**config.mk**
```make
export PLATFORM = sky130hd
export DESIGN_NAME = mem_stage
export DESIGN_NICKNAME = d
export VERILOG_FILES = /design/src/rtl/mem_stage.sv
export SDC_FILE = /design/constraint.sdc
export NUM_CORES = 1
export LEC_CHECK = 0
export ABC_AREA = 1
export BUFFER_PORTS_ARGS = -buffer_cell sky130_fd_sc_hd__buf_2
export CAP_MARGIN = 5
export CORE_MARGIN = 3
export CORE_UTILIZATION = 32
export DETAILED_ROUTE_END_ITERATION = 10
export GPL_TIMING_DRIVEN = 1
export SLEW_MARGIN = 20
export SYNTH_ARGS = -nofsm -noshare
export SYNTH_HDL_FRONTEND = slang
export SYNTH_SLANG_ARGS = --single-unit
```
**constraint.sdc**
```tcl
create_clock -name i_clk -period 2 [get_ports i_clk]
set_input_delay 0.4 -clock i_clk [delete_from_list [all_inputs] [get_ports i_clk]]
set_output_delay 0.4 -clock i_clk [all_outputs]
set_load 0.02 [all_outputs]
```
**src/rtl/mem_stage.sv**
```systemverilog
// RV32I memory-access stage: byte/half/word loads and stores over a single-outstanding
// request/ready data port, with the MEM/WB result register for writeback.
module mem_stage #(
    parameter int unsigned TIMEOUT = 16
) (
    input  logic        i_clk,
    input  logic        i_reset,
    input  logic        i_valid,
    input  logic [31:0] i_alu_out,
    input  logic [31:0] i_rd2,
    input  logic [2:0]  i_func3,
    input  logic        i_mem_read,
    input  logic        i_mem_write,
    input  logic        i_reg_write,
    input  logic [4:0]  i_rd,
    output logic        o_stall,
    output logic        o_dmem_req,
    output logic        o_dmem_we,
    output logic [31:0] o_dmem_addr,
    output logic [31:0] o_dmem_wdata,
    output logic [3:0]  o_dmem_be,
    input  logic        i_dmem_ready,
    input  logic [31:0] i_dmem_rdata,
    output logic        o_wb_valid,
    output logic        o_wb_reg_write,
    output logic [4:0]  o_wb_rd,
    output logic [31:0] o_wb_data,
    output logic        o_misaligned,
    output logic        o_bus_err
);

    localparam int unsigned CW = (TIMEOUT < 2) ? 1 : $clog2(TIMEOUT + 1);

    typedef enum logic {
        S_IDLE = 1'b0,
        S_BUSY = 1'b1
    } state_t;

    state_t      r_state, w_state_nxt;
    logic [CW-1:0] r_cnt, w_cnt_nxt;

    logic [31:0] r_addr;
    logic [2:0]  r_func3;
    logic [31:0] r_sdata;
    logic [4:0]  r_rd;
    logic        r_reg_write;
    logic        r_we;

    logic        r_wb_valid, r_wb_reg_write, r_misaligned, r_bus_err;
    logic [4:0]  r_wb_rd;
    logic [31:0] r_wb_data;

    logic        w_wb_valid_nxt, w_wb_reg_write_nxt, w_mis_nxt, w_berr_nxt;
    logic [4:0]  w_wb_rd_nxt;
    logic [31:0] w_wb_data_nxt;

    logic        w_is_mem, w_bad, w_capture, w_timeout, w_busy;
    logic [7:0]  w_byte;
    logic [15:0] w_half;
    logic [31:0] w_load_data, w_wdata;
    logic [3:0]  w_be;

    assign w_is_mem  = i_mem_read | i_mem_write;
    assign w_busy    = (r_state == S_BUSY);
    assign w_timeout = (TIMEOUT != 0) && !i_dmem_ready && (r_cnt == CW'(TIMEOUT - 1));

    // Illegal sizes are folded into the misaligned path; both mem bits set counts as a store.
    always_comb begin
        w_bad = 1'b0;
        case (i_func3)
            3'd0:    w_bad = 1'b0;
            3'd1:    w_bad = i_alu_out[0];
            3'd2:    w_bad = |i_alu_out[1:0];
            3'd4:    w_bad = i_mem_write;
            3'd5:    w_bad = i_mem_write | i_alu_out[0];
            default: w_bad = 1'b1;
        endcase
    end

    always_comb begin
        w_byte = 8'h00;
        case (r_addr[1:0])
            2'd0:    w_byte = i_dmem_rdata[7:0];
            2'd1:    w_byte = i_dmem_rdata[15:8];
            2'd2:    w_byte = i_dmem_rdata[23:16];
            default: w_byte = i_dmem_rdata[31:24];
        endcase
        w_half      = r_addr[1] ? i_dmem_rdata[31:16] : i_dmem_rdata[15:0];
        w_load_data = i_dmem_rdata;
        case (r_func3)
            3'd0:    w_load_data = {{24{w_byte[7]}}, w_byte};
            3'd1:    w_load_data = {{16{w_half[15]}}, w_half};
            3'd4:    w_load_data = {24'h000000, w_byte};
            3'd5:    w_load_data = {16'h0000, w_half};
            default: w_load_data = i_dmem_rdata;
        endcase
    end

    always_comb begin
        w_be    = 4'b1111;
        w_wdata = '0;
        if (r_we) begin
            case (r_func3)
                3'd0: begin
                    w_be    = 4'b0001 << r_addr[1:0];
                    w_wdata = {4{r_sdata[7:0]}};
                end
                3'd1: begin
                    w_be    = 4'b0011 << r_addr[1:0];
                    w_wdata = {2{r_sdata[15:0]}};
                end
                default: begin
                    w_be    = 4'b1111;
                    w_wdata = r_sdata;
                end
            endcase
        end
    end

    always_comb begin
        w_state_nxt        = r_state;
        w_cnt_nxt          = r_cnt;
        w_capture          = 1'b0;
        w_wb_valid_nxt     = 1'b0;
        w_wb_reg_write_nxt = 1'b0;
        w_wb_rd_nxt        = r_wb_rd;
        w_wb_data_nxt      = r_wb_data;
        w_mis_nxt          = 1'b0;
        w_berr_nxt         = 1'b0;
        case (r_state)
            S_IDLE: begin
                if (i_valid) begin
                    if (!w_is_mem) begin
                        w_wb_valid_nxt     = 1'b1;
                        w_wb_reg_write_nxt = i_reg_write && (i_rd != 5'd0);
                        w_wb_rd_nxt        = i_rd;
                        w_wb_data_nxt      = i_alu_out;
                    end else if (w_bad) begin
                        w_wb_valid_nxt = 1'b1;
                        w_mis_nxt      = 1'b1;
                        w_wb_rd_nxt    = i_rd;
                        w_wb_data_nxt  = i_alu_out;
                    end else begin
                        w_capture   = 1'b1;
                        w_cnt_nxt   = '0;
                        w_state_nxt = S_BUSY;
                    end
                end
            end
            S_BUSY: begin
                // Ready takes priority over a timeout landing on the same edge.
                if (i_dmem_ready) begin
                    w_state_nxt        = S_IDLE;
                    w_cnt_nxt          = '0;
                    w_wb_valid_nxt     = 1'b1;
                    w_wb_reg_write_nxt = !r_we && r_reg_write && (r_rd != 5'd0);
                    w_wb_rd_nxt        = r_rd;
                    w_wb_data_nxt      = r_we ? '0 : w_load_data;
                end else if (w_timeout) begin
                    w_state_nxt    = S_IDLE;
                    w_cnt_nxt      = '0;
                    w_wb_valid_nxt = 1'b1;
                    w_berr_nxt     = 1'b1;
                    w_wb_rd_nxt    = r_rd;
                    w_wb_data_nxt  = '0;
                end else begin
                    w_cnt_nxt = r_cnt + CW'(1);
                end
            end
            default: w_state_nxt = S_IDLE;
        endcase
    end

    always_ff @(posedge i_clk or negedge i_reset) begin
        if (!i_reset) begin
            r_state        <= S_IDLE;
            r_cnt          <= '0;
            r_addr         <= '0;
            r_func3        <= '0;
            r_sdata        <= '0;
            r_rd           <= '0;
            r_reg_write    <= 1'b0;
            r_we           <= 1'b0;
            r_wb_valid     <= 1'b0;
            r_wb_reg_write <= 1'b0;
            r_wb_rd        <= '0;
            r_wb_data      <= '0;
            r_misaligned   <= 1'b0;
            r_bus_err      <= 1'b0;
        end else begin
            r_state        <= w_state_nxt;
            r_cnt          <= w_cnt_nxt;
            r_wb_valid     <= w_wb_valid_nxt;
            r_wb_reg_write <= w_wb_reg_write_nxt;
            r_wb_rd        <= w_wb_rd_nxt;
            r_wb_data      <= w_wb_data_nxt;
            r_misaligned   <= w_mis_nxt;
            r_bus_err      <= w_berr_nxt;
            if (w_capture) begin
                r_addr      <= i_alu_out;
                r_func3     <= i_func3;
                r_sdata     <= i_rd2;
                r_rd        <= i_rd;
                r_reg_write <= i_reg_write;
                r_we        <= i_mem_write;
            end
        end
    end

    assign o_stall        = w_busy;
    assign o_dmem_req     = w_busy;
    assign o_dmem_we      = w_busy & r_we;
    assign o_dmem_addr    = w_busy ? {r_addr[31:2], 2'b00} : '0;
    assign o_dmem_wdata   = w_busy ? w_wdata : '0;
    assign o_dmem_be      = w_busy ? w_be : '0;
    assign o_wb_valid     = r_wb_valid;
    assign o_wb_reg_write = r_wb_reg_write;
    assign o_wb_rd        = r_wb_rd;
    assign o_wb_data      = r_wb_data;
    assign o_misaligned   = r_misaligned;
    assign o_bus_err      = r_bus_err;

endmodule

```
==> impl_metrics.csv <==
group,metric,value,unit
outcome,status,"complete, but fails checks",
outcome,violations,"negative setup slack",
hold_path,hp-class,"input pin to register",
worst_setup_path,cp_max_fo,8,
routing,via_per_inst,4.74,
sta,fin_crit_sh,1.08,
placed_design,place_congestion,0.862,
synthesis,yosys_warnings,0,
cts,cts_inserted_buffers,17,
floorplanning,die_h,149,um
global_routing,grt_start_max_net_pins,47,
worst_setup_path,crit_type,"register to output port",
worst_setup_path,r2r-start,"r_cnt[0]",
routing,drt_iter0_drc,525,
placed_design,io_buffers,220,
worst_setup_path,critical_path_required,1.60,ns
sta,setup_viol,27,
synthesis,yosys.area.top_type,"dfrtp_1",
global_routing,grt_pass1_wl,35.4,mm
cts,root_buffer,"clkbuf_16",
global_routing,grtUsageTotal,0.206,
floorplanning,core,0.0198,mm2
synthesis,synth_area_per_cell,6.96,um2
routing,antenna_left,0,
floorplanning,ios,223,
worst_setup_path,cp.depth,8,
final_layout,nets,1275,
worst_setup_path,worst_ep_arrival_time,1.75,ns
synthesis,synth_cell_types,33,
synthesis,yosysMostFrequentCell,"nand2_1",
synthesis,synth_commonest_cells,"nand2_1 (373), dfrtp_1 (121), nor2_1 (93)",
worst_setup_path,r2r_end,"o_wb_data[1]",
placed_design,dpl.cell_count,1399,
worst_setup_path,crit_path_top_delay_cell,"dfrtp_1",
cts,cts.sinks,121,
sta,slew_violations,0,
cts,cts_buffer_depth,2,
placed_design,place_ws,0.0720,ns
floorplanning,rows,51,
sta,hold_viol_final,0,
worst_setup_path,start_kind,"register",
synthesis,synth_enable_flop_cells,0,
worst_setup_path,worstSetupStartpoint,"r_func3[1]",
cts,clk_pin_slew,0.06,ns
synthesis,synth_cells,940,
sta,max_freq,0.465,GHz
worst_setup_path,cp_top_family,"buffers and inverters",
power,p_per_area,1100,mW/mm2
job,cap_violations,0,
placed_design,place_hpwl,16.9,mm
power,max-vdd-ir-drop,0.513,mV
final_layout,area_growth,36.1,%
synthesis,yosysTopAreaCellShare,0.463,
cts,cts_tree,"done",
routing,routed-via-count,6855,
final_layout,instances_no_fill,1445,
routing,drt_first_pass_iters,7,
worst_setup_path,crit_buf_inv,4,
worst_setup_path,crit_chain,"nor2_4, inv_4, nor2_8, clkinvlp_4, buf_12, o221ai_2, nor2_1, buf_2",
floorplanning,start_util,0.331,
worst_setup_path,cp_slowest_stage_delay,0.40,ns
cts,htreeDepth,4,
floorplanning,dieArea,0.0222,mm2
global_routing,grt.overflow.total,0,
sta,fin_setup_tns,-2.86,ns
worst_setup_path,r2r_cells,9,
synthesis,synth-seq-cells,121,
cts,worst_skew_pair.late_latency,0.42,ns
global_routing,first_global_vias,6497,
worst_setup_path,crit_end,"o_dmem_wdata[15]",
synthesis,async_flop_share,1.00,
floorplanning,die_x,149,um
power,power,0.00978,W
power,leakage,5.18,nW
routing,wl_per_cell,16.0,um
routing,drcViolationCount,0,
sta,finalWorstSetupSlack,-0.153,ns
worst_setup_path,end_kind,"output port",
global_routing,antenna_found_initial,6,
synthesis,synthFlopType,"dfrtp_1",
worst_setup_path,rrSetupSlack,0.23,ns
sta,rsz0062_at_grt,"yes",
routing,wl,23.2,mm
synthesis,syn_area,0.00654,mm2
synthesis,ys_top_cells_by_area,"dfrtp_1 (46%), nand2_1 (21%), o21ai_0 (5.7%)",
final_layout,drive_gt1_frac,0.276,
sta,skew,0.0138,ns
synthesis,ys_seq_area_frac,0.463,
sta,period_minus_slack,2.15,ns
==> flip-flops by register name, indices dropped and copies added, names as in the netlist <==
name            count
o_dmem_req          1
o_bus_err           1
r_func3             3
r_we                1
o_wb_data          32
o_wb_reg_write      1
o_misaligned        1
r_addr             32
o_wb_rd             5
o_wb_valid          1
r_rd                5
r_cnt               5
r_reg_write         1
r_sdata            32
==> cell families after synthesis <==
| kind of cell | synth area share |
|---|---|
| AO/OA/AOI/OAI | 0.102 |
| XOR/XNOR | 0.00134 |
| adder cells (fa/ha/maj) | 0.00191 |
| buffers and inverters | 0.0912 |
| flip-flops | 0.463 |
| other | 0.000573 |
| AND/OR/NAND/NOR | 0.340 |
==> placed cells by master (no fill, tap or decap), types with 2 or more instances in the layout <==
| cell | count |
|---|---|
| o211ai_1 | 7 |
| nor2_2 | 4 |
| a211oi_1 | 2 |
| o21ai_4 | 2 |
| nor2_4 | 2 |
| buf_12 | 7 |
| o21ai_0 | 65 |
| conb_1 | 2 |
| bufinv_16 | 3 |
| clkinv_2 | 5 |
| nand3_4 | 2 |
| nand2_1 | 373 |
| clkbuf_8 | 3 |
| nor3_1 | 3 |
| o22ai_1 | 8 |
| nor3b_1 | 2 |
| nand3_1 | 68 |
| buf_6 | 4 |
| inv_2 | 2 |
| clkinvlp_4 | 3 |
| diode_2 | 4 |
| nand2_4 | 2 |
| a211oi_2 | 4 |
| o21ai_1 | 2 |
| buf_4 | 37 |
| a21oi_1 | 24 |
| o21ai_2 | 5 |
| dfrtp_1 | 119 |
| dfrtp_2 | 2 |
| clkbuf_16 | 17 |
| buf_2 | 208 |
| clkinv_4 | 2 |
| a21oi_2 | 3 |
| nor2_1 | 89 |
| inv_4 | 2 |
| inv_1 | 81 |
==> worst min path at each step <==
stage	end	startpoint	cells past startpoint
final	r_sdata[23]	i_rd2[23]	3
after global placement	r_cnt[2]	i_reset	1
after detailed placement	r_cnt[2]	i_reset	1
after floorplan	o_bus_err	i_reset	0
after global routing	o_bus_err	i_dmem_ready	2
after CTS	o_bus_err	i_dmem_ready	2
==> timing repair <==
| action | in CTS | in global routing |
|---|---|---|
| hold buffers | 1 | 0 |
| pin swaps | 1 | 3 |
| gates resized for setup | 28 | 25 |
| setup buffers | 6 | 2 |
| cloned | 1 | 0 |
| hold endpoints to repair | 42 | 0 |
| setup endpoints to repair | 49 | 65 |
==> metrics by stage <==
step	hold slack, ns	area (um2)	utilization
finish	0.209	8910	0.450
global route	0.196	8900	0.450
CTS	0.197	8770	0.444
detailed placement	0.366	8020	0.406
global placement	0.366	8020	0.406
floorplan	0.104	6560	-
==> worst min-delay path, stage by stage <==
cell and delay [ns]:
buf_2 0.07, nand3_1 0.06, nand2_1 0.06
==> layer usage <==
metal  GRT usage  wire [um]  vias to the layer above
met4      0.0755        638                        8
li1            -          -                     3386
met3      0.0562       1720                       49
met2       0.317      10700                      248
met5           0         48                        -
met1       0.280      10000                     3164
==> cell type report <==
cell class,instances,area (um2)
diodes,4,10.0
clock buffers,20,467
clock inverters,12,148
fillers,2053,10900
inverters,87,335
multi-input cells,677,3030
flip-flops and latches,121,3030
well taps,265,332
repair buffers,259,1560
==> power by group <==
part	internal [W]	switching, W
Sequential	0.00302	0.000399
Clock	0.00205	0.00115
Combinational	0.00112	0.00204
Total	0.00620	0.00359
Power figures use the tool's default switching activity.
